## src/rtl/mandel_dispatch_if.sv

```systemverilog
// Pixel result stream from mandel_dispatch to the pixel packer.
// Uses valid/ready with start-of-frame and end-of-line flags.
interface mandel_dispatch_if;
  logic        pix_valid;
  logic        pix_ready;
  logic [15:0] pix_iter;
  logic        pix_sof;
  logic        pix_eol;

  modport master (output pix_valid, pix_iter, pix_sof, pix_eol, input pix_ready);
  modport slave  (input pix_valid, pix_iter, pix_sof, pix_eol, output pix_ready);
endinterface

```

## src/rtl/mandel_dispatch.sv

```systemverilog
// mandel_dispatch: round-robin frame scheduler sharing NUM_CORES mandelbrot cores; results retire in raster order.
// Optional per-frame cycle/stall counters are enabled with the macro MANDEL_DISPATCH_PERF_EN.
module mandel_dispatch #(
  parameter int NUM_CORES = 4,
  parameter int X_SIZE    = 640,
  parameter int Y_SIZE    = 480
) (
  input  logic                    clk_i,
  input  logic                    rst_i,
  input  logic                    enable_i,
  input  logic [31:0]             x_start_i,
  input  logic [31:0]             y_start_i,
  input  logic [31:0]             step_i,
  input  logic [15:0]             max_iter_i,
  output logic [NUM_CORES-1:0]    core_start_o,
  output logic [32*NUM_CORES-1:0] core_x0_o,
  output logic [32*NUM_CORES-1:0] core_y0_o,
  output logic [15:0]             core_max_iter_o,
  input  logic [NUM_CORES-1:0]    core_done_i,
  input  logic [16*NUM_CORES-1:0] core_iter_i,
  mandel_dispatch_if.master       pix,
  output logic                    busy_o
`ifdef MANDEL_DISPATCH_PERF_EN
  ,
  output logic [31:0]             frame_cycles_o,
  output logic [31:0]             stall_cycles_o
`endif
);
  localparam int PW = (NUM_CORES > 1) ? $clog2(NUM_CORES) : 1;
  localparam int XW = (X_SIZE > 1) ? $clog2(X_SIZE) : 1;
  localparam int YW = (Y_SIZE > 1) ? $clog2(Y_SIZE) : 1;
  localparam logic [PW-1:0] LAST_CORE = PW'(NUM_CORES - 1);
  localparam logic [XW-1:0] X_LAST    = XW'(X_SIZE - 1);
  localparam logic [YW-1:0] Y_LAST    = YW'(Y_SIZE - 1);

  localparam logic [1:0] ST_IDLE  = 2'd0;
  localparam logic [1:0] ST_RUN   = 2'd1;
  localparam logic [1:0] ST_DRAIN = 2'd2;
  localparam logic [1:0] SL_FREE  = 2'd0;
  localparam logic [1:0] SL_BUSY  = 2'd1;
  localparam logic [1:0] SL_DONE  = 2'd2;

  logic [1:0]    r_state;
  logic [31:0]   r_x_start;
  logic [31:0]   r_step;
  logic [15:0]   r_max_iter;
  logic [31:0]   r_x_acc;
  logic [31:0]   r_y_acc;
  logic [XW-1:0] r_dx;
  logic [YW-1:0] r_dy;
  logic [XW-1:0] r_rx;
  logic [YW-1:0] r_ry;
  logic [PW-1:0] r_d;
  logic [PW-1:0] r_r;
  logic [1:0]    r_slot_st  [NUM_CORES];
  logic [15:0]   r_slot_res [NUM_CORES];

  logic w_go, w_slot_free_d, w_disp, w_last_disp, w_valid, w_retire, w_last_ret;

  assign w_go          = (r_state == ST_IDLE) && enable_i;
  assign w_slot_free_d = (r_slot_st[r_d] == SL_FREE);
  assign w_disp        = (r_state == ST_RUN) && w_slot_free_d;
  assign w_last_disp   = w_disp && (r_dx == X_LAST) && (r_dy == Y_LAST);
  assign w_valid       = (r_slot_st[r_r] == SL_DONE);
  assign w_retire      = w_valid && pix.pix_ready;
  assign w_last_ret    = w_retire && (r_rx == X_LAST) && (r_ry == Y_LAST);

  // Outputs are gated by valid so that reset and idle present all zeros.
  assign pix.pix_valid   = w_valid;
  assign pix.pix_iter    = w_valid ? r_slot_res[r_r] : 16'd0;
  assign pix.pix_sof     = w_valid && (r_rx == '0) && (r_ry == '0);
  assign pix.pix_eol     = w_valid && (r_rx == X_LAST);
  assign busy_o          = (r_state != ST_IDLE);
  assign core_max_iter_o = r_max_iter;

  // Frame FSM
  always_ff @(posedge clk_i) begin
    if (rst_i) begin
      r_state <= ST_IDLE;
    end else begin
      case (r_state)
        ST_IDLE:  if (w_go) r_state <= ST_RUN;
        ST_RUN:   if (w_last_disp) r_state <= ST_DRAIN;
        ST_DRAIN: if (w_last_ret) r_state <= ST_IDLE;
        default:  r_state <= ST_IDLE;
      endcase
    end
  end

  // Config latch, dispatch cursor, coordinate accumulators and core start/x0/y0 drive
  always_ff @(posedge clk_i) begin
    if (rst_i) begin
      r_x_start    <= 32'd0;
      r_step       <= 32'd0;
      r_max_iter   <= 16'd0;
      r_x_acc      <= 32'd0;
      r_y_acc      <= 32'd0;
      r_dx         <= '0;
      r_dy         <= '0;
      r_d          <= '0;
      core_start_o <= '0;
      core_x0_o    <= '0;
      core_y0_o    <= '0;
    end else begin
      core_start_o <= '0;
      if (w_go) begin
        r_x_start  <= x_start_i;
        r_step     <= step_i;
        r_max_iter <= max_iter_i;
        r_x_acc    <= x_start_i;
        r_y_acc    <= y_start_i;
        r_dx       <= '0;
        r_dy       <= '0;
        r_d        <= '0;
      end else if (w_disp) begin
        core_start_o[r_d]                  <= 1'b1;
        core_x0_o[32*int'(r_d) +: 32]      <= r_x_acc;
        core_y0_o[32*int'(r_d) +: 32]      <= r_y_acc;
        r_d <= (r_d == LAST_CORE) ? '0 : r_d + 1'b1;
        if (r_dx == X_LAST) begin
          r_dx    <= '0;
          r_x_acc <= r_x_start;
          // y holds on the last line so the accumulator never runs past the frame
          if (r_dy != Y_LAST) begin
            r_dy    <= r_dy + 1'b1;
            r_y_acc <= r_y_acc + r_step;
          end
        end else begin
          r_dx    <= r_dx + 1'b1;
          r_x_acc <= r_x_acc + r_step;
        end
      end
    end
  end

  // Retire pointer and retire raster cursor
  always_ff @(posedge clk_i) begin
    if (rst_i || w_go) begin
      r_r  <= '0;
      r_rx <= '0;
      r_ry <= '0;
    end else if (w_retire) begin
      r_r <= (r_r == LAST_CORE) ? '0 : r_r + 1'b1;
      if (r_rx == X_LAST) begin
        r_rx <= '0;
        r_ry <= (r_ry == Y_LAST) ? '0 : r_ry + 1'b1;
      end else begin
        r_rx <= r_rx + 1'b1;
      end
    end
  end

  // Per-core slot state; done pulses outside BUSY fall through untouched
  always_ff @(posedge clk_i) begin
    if (rst_i) begin
      for (int k = 0; k < NUM_CORES; k++) begin
        r_slot_st[k]  <= SL_FREE;
        r_slot_res[k] <= 16'd0;
      end
    end else begin
      for (int k = 0; k < NUM_CORES; k++) begin
        case (r_slot_st[k])
          SL_FREE: if (w_disp && (r_d == PW'(k))) r_slot_st[k] <= SL_BUSY;
          SL_BUSY: if (core_done_i[k]) begin
            r_slot_st[k]  <= SL_DONE;
            r_slot_res[k] <= core_iter_i[16*k +: 16];
          end
          SL_DONE: if (w_retire && (r_r == PW'(k))) r_slot_st[k] <= SL_FREE;
          default: r_slot_st[k] <= SL_FREE;
        endcase
      end
    end
  end

`ifdef MANDEL_DISPATCH_PERF_EN
  logic [31:0] r_frame_cnt;
  logic [31:0] r_stall_cnt;

  // Per-frame busy and stall counters, published when the last pixel retires
  always_ff @(posedge clk_i) begin
    if (rst_i) begin
      r_frame_cnt    <= 32'd0;
      r_stall_cnt    <= 32'd0;
      frame_cycles_o <= 32'd0;
      stall_cycles_o <= 32'd0;
    end else begin
      if (r_state == ST_IDLE) begin
        r_frame_cnt <= 32'd0;
        r_stall_cnt <= 32'd0;
      end else begin
        if (r_frame_cnt != 32'hFFFF_FFFF) r_frame_cnt <= r_frame_cnt + 32'd1;
        if ((r_state == ST_RUN) && !w_slot_free_d && (r_stall_cnt != 32'hFFFF_FFFF))
          r_stall_cnt <= r_stall_cnt + 32'd1;
      end
      if ((r_state == ST_DRAIN) && w_last_ret) begin
        frame_cycles_o <= (r_frame_cnt == 32'hFFFF_FFFF) ? r_frame_cnt : r_frame_cnt + 32'd1;
        stall_cycles_o <= r_stall_cnt;
      end
    end
  end
`endif
endmodule
```

## src/flat_wrapper.sv

```systemverilog
// flat-port wrapper written by rule: the top's interface ports become plain ports
module mandel_dispatch_flat 
#(
  parameter int NUM_CORES = 4,
  parameter int X_SIZE    = 640,
  parameter int Y_SIZE    = 480
)
  (clk_i, rst_i, enable_i, x_start_i, y_start_i, step_i, max_iter_i, core_start_o, core_x0_o, core_y0_o, core_max_iter_o, core_done_i, core_iter_i, busy_o, pix_pix_valid, pix_pix_iter, pix_pix_sof, pix_pix_eol, pix_pix_ready);
  mandel_dispatch_if pix_i ();
  input  logic clk_i;
  input  logic rst_i;
  input  logic enable_i;
  input  logic [31:0] x_start_i;
  input  logic [31:0] y_start_i;
  input  logic [31:0] step_i;
  input  logic [15:0] max_iter_i;
  output logic [NUM_CORES-1:0] core_start_o;
  output logic [32*NUM_CORES-1:0] core_x0_o;
  output logic [32*NUM_CORES-1:0] core_y0_o;
  output logic [15:0] core_max_iter_o;
  input  logic [NUM_CORES-1:0] core_done_i;
  input  logic [16*NUM_CORES-1:0] core_iter_i;
  output logic busy_o;
  output wire logic [$bits(pix_i.pix_valid)-1:0] pix_pix_valid;
  output wire logic [$bits(pix_i.pix_iter)-1:0] pix_pix_iter;
  output wire logic [$bits(pix_i.pix_sof)-1:0] pix_pix_sof;
  output wire logic [$bits(pix_i.pix_eol)-1:0] pix_pix_eol;
  input wire logic [$bits(pix_i.pix_ready)-1:0] pix_pix_ready;
  assign pix_pix_valid = pix_i.pix_valid;
  assign pix_pix_iter = pix_i.pix_iter;
  assign pix_pix_sof = pix_i.pix_sof;
  assign pix_pix_eol = pix_i.pix_eol;
  assign pix_i.pix_ready = pix_pix_ready;
  mandel_dispatch #(.NUM_CORES(NUM_CORES), .X_SIZE(X_SIZE), .Y_SIZE(Y_SIZE)) u_core (.clk_i(clk_i), .rst_i(rst_i), .enable_i(enable_i), .x_start_i(x_start_i), .y_start_i(y_start_i), .step_i(step_i), .max_iter_i(max_iter_i), .core_start_o(core_start_o), .core_x0_o(core_x0_o), .core_y0_o(core_y0_o), .core_max_iter_o(core_max_iter_o), .core_done_i(core_done_i), .core_iter_i(core_iter_i), .pix(pix_i), .busy_o(busy_o));
endmodule
```

## config.mk

```make
export PLATFORM = sky130hd
export DESIGN_NAME = mandel_dispatch_flat
export DESIGN_NICKNAME = d
export VERILOG_FILES = /design/src/rtl/mandel_dispatch_if.sv /design/src/rtl/mandel_dispatch.sv /design/src/flat_wrapper.sv
export SDC_FILE = /design/constraint.sdc
export NUM_CORES = 1
export LEC_CHECK = 0
export ABC_AREA = 0
export CORE_MARGIN = 1.5
export CORE_UTILIZATION = 30
export CTS_CLUSTER_DIAMETER = 200
export CTS_CLUSTER_SIZE = 40
export DETAILED_ROUTE_END_ITERATION = 10
export PLACE_DENSITY = 0.56
export SLEW_MARGIN = 30
export SYNTH_ARGS = -nofsm -noshare
export SYNTH_HDL_FRONTEND = slang
export SYNTH_SLANG_ARGS = --single-unit
```

## constraint.sdc

```tcl
create_clock -name clk_i -period 3.1 [get_ports clk_i]
set_clock_uncertainty 0.1 [all_clocks]
set_input_delay 0.93 -clock clk_i [delete_from_list [all_inputs] [get_ports clk_i]]
set_output_delay 0.93 -clock clk_i [all_outputs]
set_load 0.02 [all_outputs]
```

# Word level (Yosys, flattened, before mapping)

Memories as Yosys holds them, arrays and structs flattened. A register that Yosys moved wholly into a read port is not among the register bits.
Index checks and enable logic that the tools add are counted.

Mux-type cells: 109
Bitwise logic cells: 22
Order comparisons: 2
Eq/ne operators: 25
$add $sub $neg: 9
Reductions and logical operators: 45
Shift operators: 3

Operator list:

| operator                                                                  | count |
|---|---|
| 128-bit bitwise mux                                                       | 2 |
| 32-bit by 33-bit variable part select with 128-bit output                 | 2 |
| 32-bit two-way mux                                                        | 7 |
| 32-bit by 33-bit variable shift with 128-bit output, first input constant | 1 |
| 16-bit two-way mux                                                        | 5 |
| 32-bit adder                                                              | 2 |
| 1-bit two-way mux                                                         | 63 |
| 2-bit two-way mux                                                         | 27 |
| 7-bit negation with 33-bit output                                         | 1 |
| 10-bit by 1-bit adder with 10-bit output, second input constant           | 2 |
| 10-bit equality test, second input constant                               | 2 |
| 2-bit equality test, second input constant                                | 10 |
| 10-bit two-way mux                                                        | 2 |
| 1-bit OR                                                                  | 20 |
| 1-bit logical AND                                                         | 19 |
| 9-bit by 1-bit adder with 9-bit output, second input constant             | 2 |
| 9-bit equality test, second input constant                                | 2 |
| 2-bit logical NOT                                                         | 8 |
| 3-bit OR reduction                                                        | 5 |
| 2-bit by 1-bit equality test with 1-bit output, second input constant     | 7 |
| 10-bit logical NOT                                                        | 1 |
| 9-bit logical NOT                                                         | 1 |
| 9-bit two-way mux                                                         | 1 |
| 9-bit inequality test, second input constant                              | 1 |
| 12 further kinds                                                          | 22 |

Memories: 2
RAM bits: 72
Register bits after elaboration: 448

Memory list:

| memory            | words | width | rd ports | clocked after memory_dff | wr ports | line                  | source |
|---|---|---|---|---|---|---|---|
| u_core.r_slot_res | 4     | 16    | 1        | 1                        | 4        | mandel_dispatch.sv:56 | `logic [15:0] r_slot_res [NUM_CORES];` |
| u_core.r_slot_st  | 4     | 2     | 6        | 2                        | 4        | mandel_dispatch.sv:55 | `logic [1:0] r_slot_st [NUM_CORES];` |

# Longest topological paths before layout

Gate-level depths: netlist of the first run.

Word-level depth: 11
Mapped depth: 11

# Worst setup path after synthesis of the first run

OpenSTA, ideal clock, no wires.

Kind: register to output
Start point: memory u_core.r_slot_st[3][0]
End point: output port pix_pix_sof
Buffers on the path: 1
Arrival time: 2090 ps
Cell stages (with the launch flop): 5
Slack: -20 ps
Cells stage by stage: edfxtp_1 -> nand2b_1 -> mux4_2 -> clkbuf_1 -> nor4_1

RTL lines:

| item        | line                  | source |
|---|---|---|
| from (decl) | mandel_dispatch.sv:55 |  |
| to (decl)   | flat_wrapper.sv:26    | `output wire logic [$bits(pix_i.pix_sof)-1:0] pix_pix_sof;` |

==> results of run 1 <==
where the power goes:
part           leakage (µW)  internal [µW]  switching (µW)  total, µW
clock              0.000230           1050            2230       3280
sequential          0.00442           7120             226       7340
combinational       0.00636            911            1250       2160
sequential cells by signal, indices dropped and copies added, names as in the netlist, 9 cells and up, named ones only:
register / cells
u_core.r_x_acc: 32
u_core.r_rx: 10
u_core.r_slot_res: 64
u_core.r_dy: 9
u_core.r_y_acc: 32
u_core.r_x_start: 32
u_core.core_y0_o: 128
u_core.core_x0_o: 128
u_core.r_step: 32
u_core.r_ry: 9
u_core.r_dx: 10
u_core.core_max_iter_o: 16
area by class of cell:
class,count,area [µm²]
sequential,524,11210
multi-input combinational,2054,11760
inverter,22,82.58
timing repair buffer,632,6206
clock inverter,2,38.79
antenna,16,40.04
clock buffer,21,440.4
fill,8004,46510
tap,1040,1301
cells by family (layout without fill, tap and decap cells):
logic type	after synthesis	count (layout)	share of synthesized area, %
flops	524	524	47.54
other cells	0	16	0
mux	21	21	1.799
buf+inv	229	677	3.719
xor+xnor	75	75	2.786
compound gates	684	684	17.00
simple gates	1195	1195	22.90
fa+ha+maj	79	79	4.255
final timing paths:
kind / startpoint / endpoint / slack, ns
hold reg to reg: u_core.core_y0_o[25]$_SDFFE_PP0P_ / u_core.core_y0_o[25]$_SDFFE_PP0P_ / 0.36
setup reg to reg: u_core.r_slot_st[3][0]$_SDFFCE_PP0P_ / u_core.r_y_acc[28]$_SDFFE_PP0P_ / 0.09
setup / recovery: u_core.r_slot_st[3][0]$_SDFFCE_PP0P_ / pix_pix_eol / -0.21
hold / removal: u_core.core_y0_o[25]$_SDFFE_PP0P_ / u_core.core_y0_o[25]$_SDFFE_PP0P_ / 0.36
repair_timing:
item	4_1_cts	5_1_grt
buffers inserted	0	13
pin swaps	1	8
cloned	0	1
resized for setup	107	44
setup endpoints to repair	25	37
Yosys cell counts, drive strengths merged, types with 15 or more instances:
| cell | instances | area (µm²) |
|---|---|---|
| dfxtp | 452 | 9049 |
| nor2 | 148 | 555.5 |
| a21oi | 432 | 2162 |
| o21ai | 47 | 235.2 |
| ha | 77 | 963.4 |
| a31oi | 19 | 118.9 |
| xnor2 | 33 | 289.0 |
| a2111oi | 15 | 131.4 |
| a21o | 41 | 307.8 |
| nand2 | 535 | 2011 |
| xor2 | 42 | 367.9 |
| o211ai | 26 | 195.2 |
| nor2b | 18 | 112.6 |
| clkbuf | 181 | 679.4 |
| nand3 | 293 | 1466 |
| nand4 | 24 | 150.1 |
| buf | 26 | 115.1 |
| edfxtp | 72 | 2162 |
| and2 | 78 | 488.0 |
| inv | 21 | 78.83 |
| mux4 | 17 | 382.9 |
| nor3 | 34 | 175.2 |
per-stage QoR:
stage,instance area [µm²],util [%],hold WS [ns]
after detailed placement,30280,39.03,0.3422
final,31080,40.06,0.3596
after global routing,31080,40.06,0.3740
after CTS,30750,39.63,0.3615
after floorplan,23590,-,0.3319
after global placement,30280,39.03,0.3377
worst max-delay path, delay by kind of cell (launching register included):
kind,cells,cell delay (ns)
buf+inv,2,0.32
flops,1,0.43
mux,1,0.55
simple gates,2,0.36
per-layer routing:
layer / GRT usage [%] / routed length [µm] / vias up
met5: 0 / 41 / -
met1: 29.10 / 39990 / 10630
li1: - / - / 10750
met4: 5.989 / 1988 / 6
met3: 3.865 / 6123 / 90
met2: 36.40 / 44040 / 726
==> metrics.txt, run 1 <==
DP HPWL 66.51 mm; vias per cell 5.151; Slew @ Worst Pin 0.8437 ns; drt total wl 92.18 mm; # IOs 480; power after layout 12790 µW; nets 3514; r2r worst-path depth 9; first drt pass iteration count 6; final setup fails 19; drt wl/cell 21.38 µm; RSZ-0062 raised after global routing yes; final period utilization 106.6%; critical path type reg -> out; Crit Path Max Fanout 3; Clk Latency, worst-skew pair 0.61 ns; GRT Total Usage 21.90%; Placer Congestion 0.9081; status finished, violations left; root buf cell clkbuf_16; dominant synthesized flop cell dfxtp_1; peak supply drop 0.3394 mV; row count 102; number of global-route vias before repair 20880; global route overflow 0; Hold Path Stages 2; cts hold-fix bufs 0; Post-synth EDFFs 72; Final Critical Period 3.305 ns; Mapped Area 0.02358 mm²; Initial Util 30.39%; most frequent cells in the layout nand2_1, clkdlybuf4s50_1, dfxtp_1; global-route wire length before repair 135.9 mm; share of layout cells above drive strength 1 8.602%; cells along the critical path nand2b_4 > mux4_2 > buf_4 > nor3_4 > buf_6; Fin. Hold Viols 0; max incr delay on CP 0.55 ns; cell count after synthesis 2807; H-tree depth 1; port bufs 479; clk slew on worst S/H paths 0.16 ns; ys async rst share 0%; CTS tree yes; Cell variety after synth 69; pwr dens 411.3 mW/mm²; synth-to-layout area growth 31.82%; data required time of the critical path 2.07 ns; Iter 0 DRT Violations 1835; non-filler instance count after layout 4311; register area share after synthesis 47.54%; Max Fclk 0.3026 GHz; Post-DRT Antenna Nets 0; #FFs+latches synth 524; cts bufs inserted 17; Worst Setup End Kind output pin; P_leak 0.01101 µW; Mapped Nets 3070; DIE AREA 0.08030 mm²; core box area 0.07759 mm²; Sum Neg Setup Slack -2.832 ns; drt drc 0; pin count of the biggest net entering global routing 169; Die W 283.4 µm; clock sink count 524; CP max stage cell mux4_2; Mapped Avg Cell Area 8.401 µm²; YS warnings 0; Setup WS post-layout -0.2051 ns; failing checks negative setup slack; Max transition margin 43.75%; final slew viol count 0; Die Height 283.4 µm; arrival time of the worst setup path 2.28 ns; Max Cap Violations 0; worst slack, placed -0.05415 ns; most common cell after layout, fill and taps aside nand2_1; Placed Cells 4258; kind of start point of the critical path flip-flop; clock buffer depth 3; initial antenna violation count 20; total number of vias 22210; Hold Path Class reg -> reg
Note: power is estimated with default switching activity, not from simulation.
==> inputs of run 2 (changes only) <==
- CAP_MARGIN: default -> 25
- RECOVER_POWER: default -> 50
==> run 2 against run 1 <==
  * The flow still finishes with violations (negative setup slack)
  * Via count shrank 0.36%
  * Register-to-register slack lost 0.15 ns
  * First-iteration DRC count is 0.16% lower
  * Core utilization is 0.16 points lower
  * Final cell count hardly changed
  * Non-clock buffer count unchanged
  * Global-route usage stayed put
  * Sequential power barely moved
  * Combinational power hardly changed
  * Maximum frequency is 0.13% lower
  * Flip-flop and latch count unchanged
  * Clock power about the same
  * Critical path type unchanged
  * Critical endpoint unchanged
  * Largest cell class unchanged
==> metrics.txt, run 2 (synthesis results as in run 1) <==
status finished, violations left (unchanged); failing checks negative setup slack (unchanged); share of layout cells above drive strength 1 7.926% (was 8.602%); arrival time of the worst setup path 2.28 ns (about the same); Hold Path Class reg -> reg (unchanged); top flop regs u_core.core_x0_o (128), u_core.core_y0_o (128), u_core.r_slot_res (64) (unchanged); Final Critical Period 3.309 ns (was 3.305 ns); Sum Neg Setup Slack -3.744 ns (was -2.832 ns); clk slew on worst S/H paths 0.16 ns (about the same); final slew viol count 0 (unchanged); Setup WS post-layout -0.2093 ns (was -0.2051 ns); hold_ws 0.3568 ns (was 0.3596 ns); pin count of the biggest net entering global routing 169 (unchanged); Logic pwr share 16.7% (was 16.9%); GRT Total Usage 21.90% (unchanged); number of global-route vias before repair 20880 (unchanged); Slew @ Worst Pin 1.244 ns (was 0.8437 ns); P_leak 0.01105 µW (was 0.01101 µW); cts bufs inserted 17 (unchanged); fillers 8029 (was 8004); register area 0.01121 mm² (unchanged); post-layout util 39.90% (was 40.06%); Die W 283.4 µm (unchanged); P_int 9057 µW (was 9076 µW); drt total wl 92.10 mm (was 92.18 mm); Max Cap Violations 0 (unchanged); vias per cell 5.131 (was 5.151); H-tree depth 1 (unchanged); peak supply drop 0.3429 mV (was 0.3394 mV); cts hold-fix bufs 0 (unchanged); kind of start point of the critical path flip-flop (unchanged); global route overflow 0 (unchanged); # IOs 480 (unchanged); Worst Setup End Kind output pin (unchanged); most common cell after layout, fill and taps aside nand2_1 (unchanged); power after layout 12760 µW (was 12790 µW); Max transition margin 17.01% (was 43.75%); Reg2Reg Setup Slack -0.06 ns (was 0.09 ns); core box area 0.07759 mm² (unchanged); Crit Path Max Fanout 3 (unchanged); Clk Latency, worst-skew pair 0.61 ns (about the same); post-route cell area 0.03096 mm² (was 0.03108 mm²); row count 102 (unchanged); first drt pass iteration count 5 (was 6); Post-DRT Antenna Nets 0 (unchanged); Max Fclk 0.3022 GHz (was 0.3026 GHz); most frequent cells in the layout nand2_1, dfxtp_1, a21oi_1 (was nand2_1, clkdlybuf4s50_1, dfxtp_1); root buf cell clkbuf_16 (unchanged); drt wl/cell 21.36 µm (was 21.38 µm); CTS tree yes (unchanged); footprint of the multi-input gates 0.01171 mm² (was 0.01176 mm²); nets 3514 (unchanged); sequential share of power 57.6% (was 57.4%); Iter 0 DRT Violations 1832 (was 1835); total number of vias 22130 (was 22210); final setup fails 71 (was 19); synth-to-layout area growth 31.28% (was 31.82%); Die Height 283.4 µm (unchanged); clock sink count 524 (unchanged); Clk pwr share 25.7% (about the same); Fin. Hold Viols 0 (unchanged); final period utilization 106.8% (was 106.6%); Placer Congestion 0.9081 (unchanged); Net Sw Frac 29.02% (about the same); port bufs 479 (unchanged); pwr dens 412.2 mW/mm² (was 411.3 mW/mm²); Placed Area 0.03028 mm² (unchanged); global-route wire length before repair 135.9 mm (unchanged); DP HPWL 66.51 mm (unchanged); Initial Util 30.39% (unchanged); DIE AREA 0.08030 mm² (unchanged); initial antenna violation count 21 (was 20); data required time of the critical path 2.07 ns (about the same); critical path type reg -> out (unchanged); RSZ-0062 raised after global routing yes (unchanged); NetSw 3702 µW (was 3711 µW); drt drc 0 (unchanged); clock buffer depth 3 (unchanged)
[run 2: final timing paths]
check	endpoint	depth (start not counted)	from
worst max-delay path	pix_pix_eol	5	u_core.r_slot_st[3][0]$_SDFFCE_PP0P_
worst min-delay path	u_core.core_x0_o[109]$_SDFFE_PP0P_	2	u_core.core_x0_o[109]$_SDFFE_PP0P_
worst max register to register	u_core.r_x_acc[24]$_SDFFE_PP0P_	10	u_core.r_slot_st[3][0]$_SDFFCE_PP0P_
worst min register to register	u_core.core_x0_o[109]$_SDFFE_PP0P_	2	u_core.core_x0_o[109]$_SDFFE_PP0P_
[run 2: power groups by stage]
| stage | Clock, µW | Combinational, µW | Sequential (µW) |
|---|---|---|---|
| finish | 3280 | 2130 | 7340 |
| global route | 3600 | 2320 | 7370 |
| CTS | 3420 | 2130 | 7340 |
| detailed placement | 0 | 2120 | 7490 |
| global placement | 0 | 2120 | 7490 |
| floorplan | 0 | 1070 | 7470 |
[run 2: per-stage QoR]
step | cells | setup WS, ns
after global routing | 4310 | -0.2720
after detailed placement | 4258 | -0.05415
after floorplan | 2807 | 0.1661
after global placement | 4258 | -0.008154
after CTS | 4281 | -0.2039
final | 4312 | -0.2093
[run 2: repair_timing]
| item | 4_1_cts | 5_1_grt |
|---|---|---|
| cloned | 0 | 1 |
| setup endpoints to repair | 25 | 37 |
| setup buffers | 0 | 13 |
| gates resized for setup | 107 | 44 |
| pin swaps | 1 | 8 |
[run 2: per-layer routing]
layer	vias up	routed length [µm]	global-route usage, %
met5	-	41	0
met4	6	1916	5.989
met3	85	6150	3.865
met2	732	44180	36.40
met1	10560	39820	29.10
li1	10740	-	-
[run 2: worst max-delay path, stage by stage, from the launching register on]
cell and delay, ns:
edfxtp_1 0.43, nand2b_4 0.16, mux4_2 0.55, buf_4 0.18
nor3_4 0.20, buf_6 0.14
[run 2: cell type report]
class                           count  area share [%]
Multi-Input combinational cell   2054           37.81
Sequential cell                   524           36.22
Timing Repair Buffer              632           19.81
Tap cell                         1040           4.203
Clock buffer                       21           1.423
Inverter                           22          0.2668
Antenna cell                       17          0.1374
Clock inverter                      2          0.1253
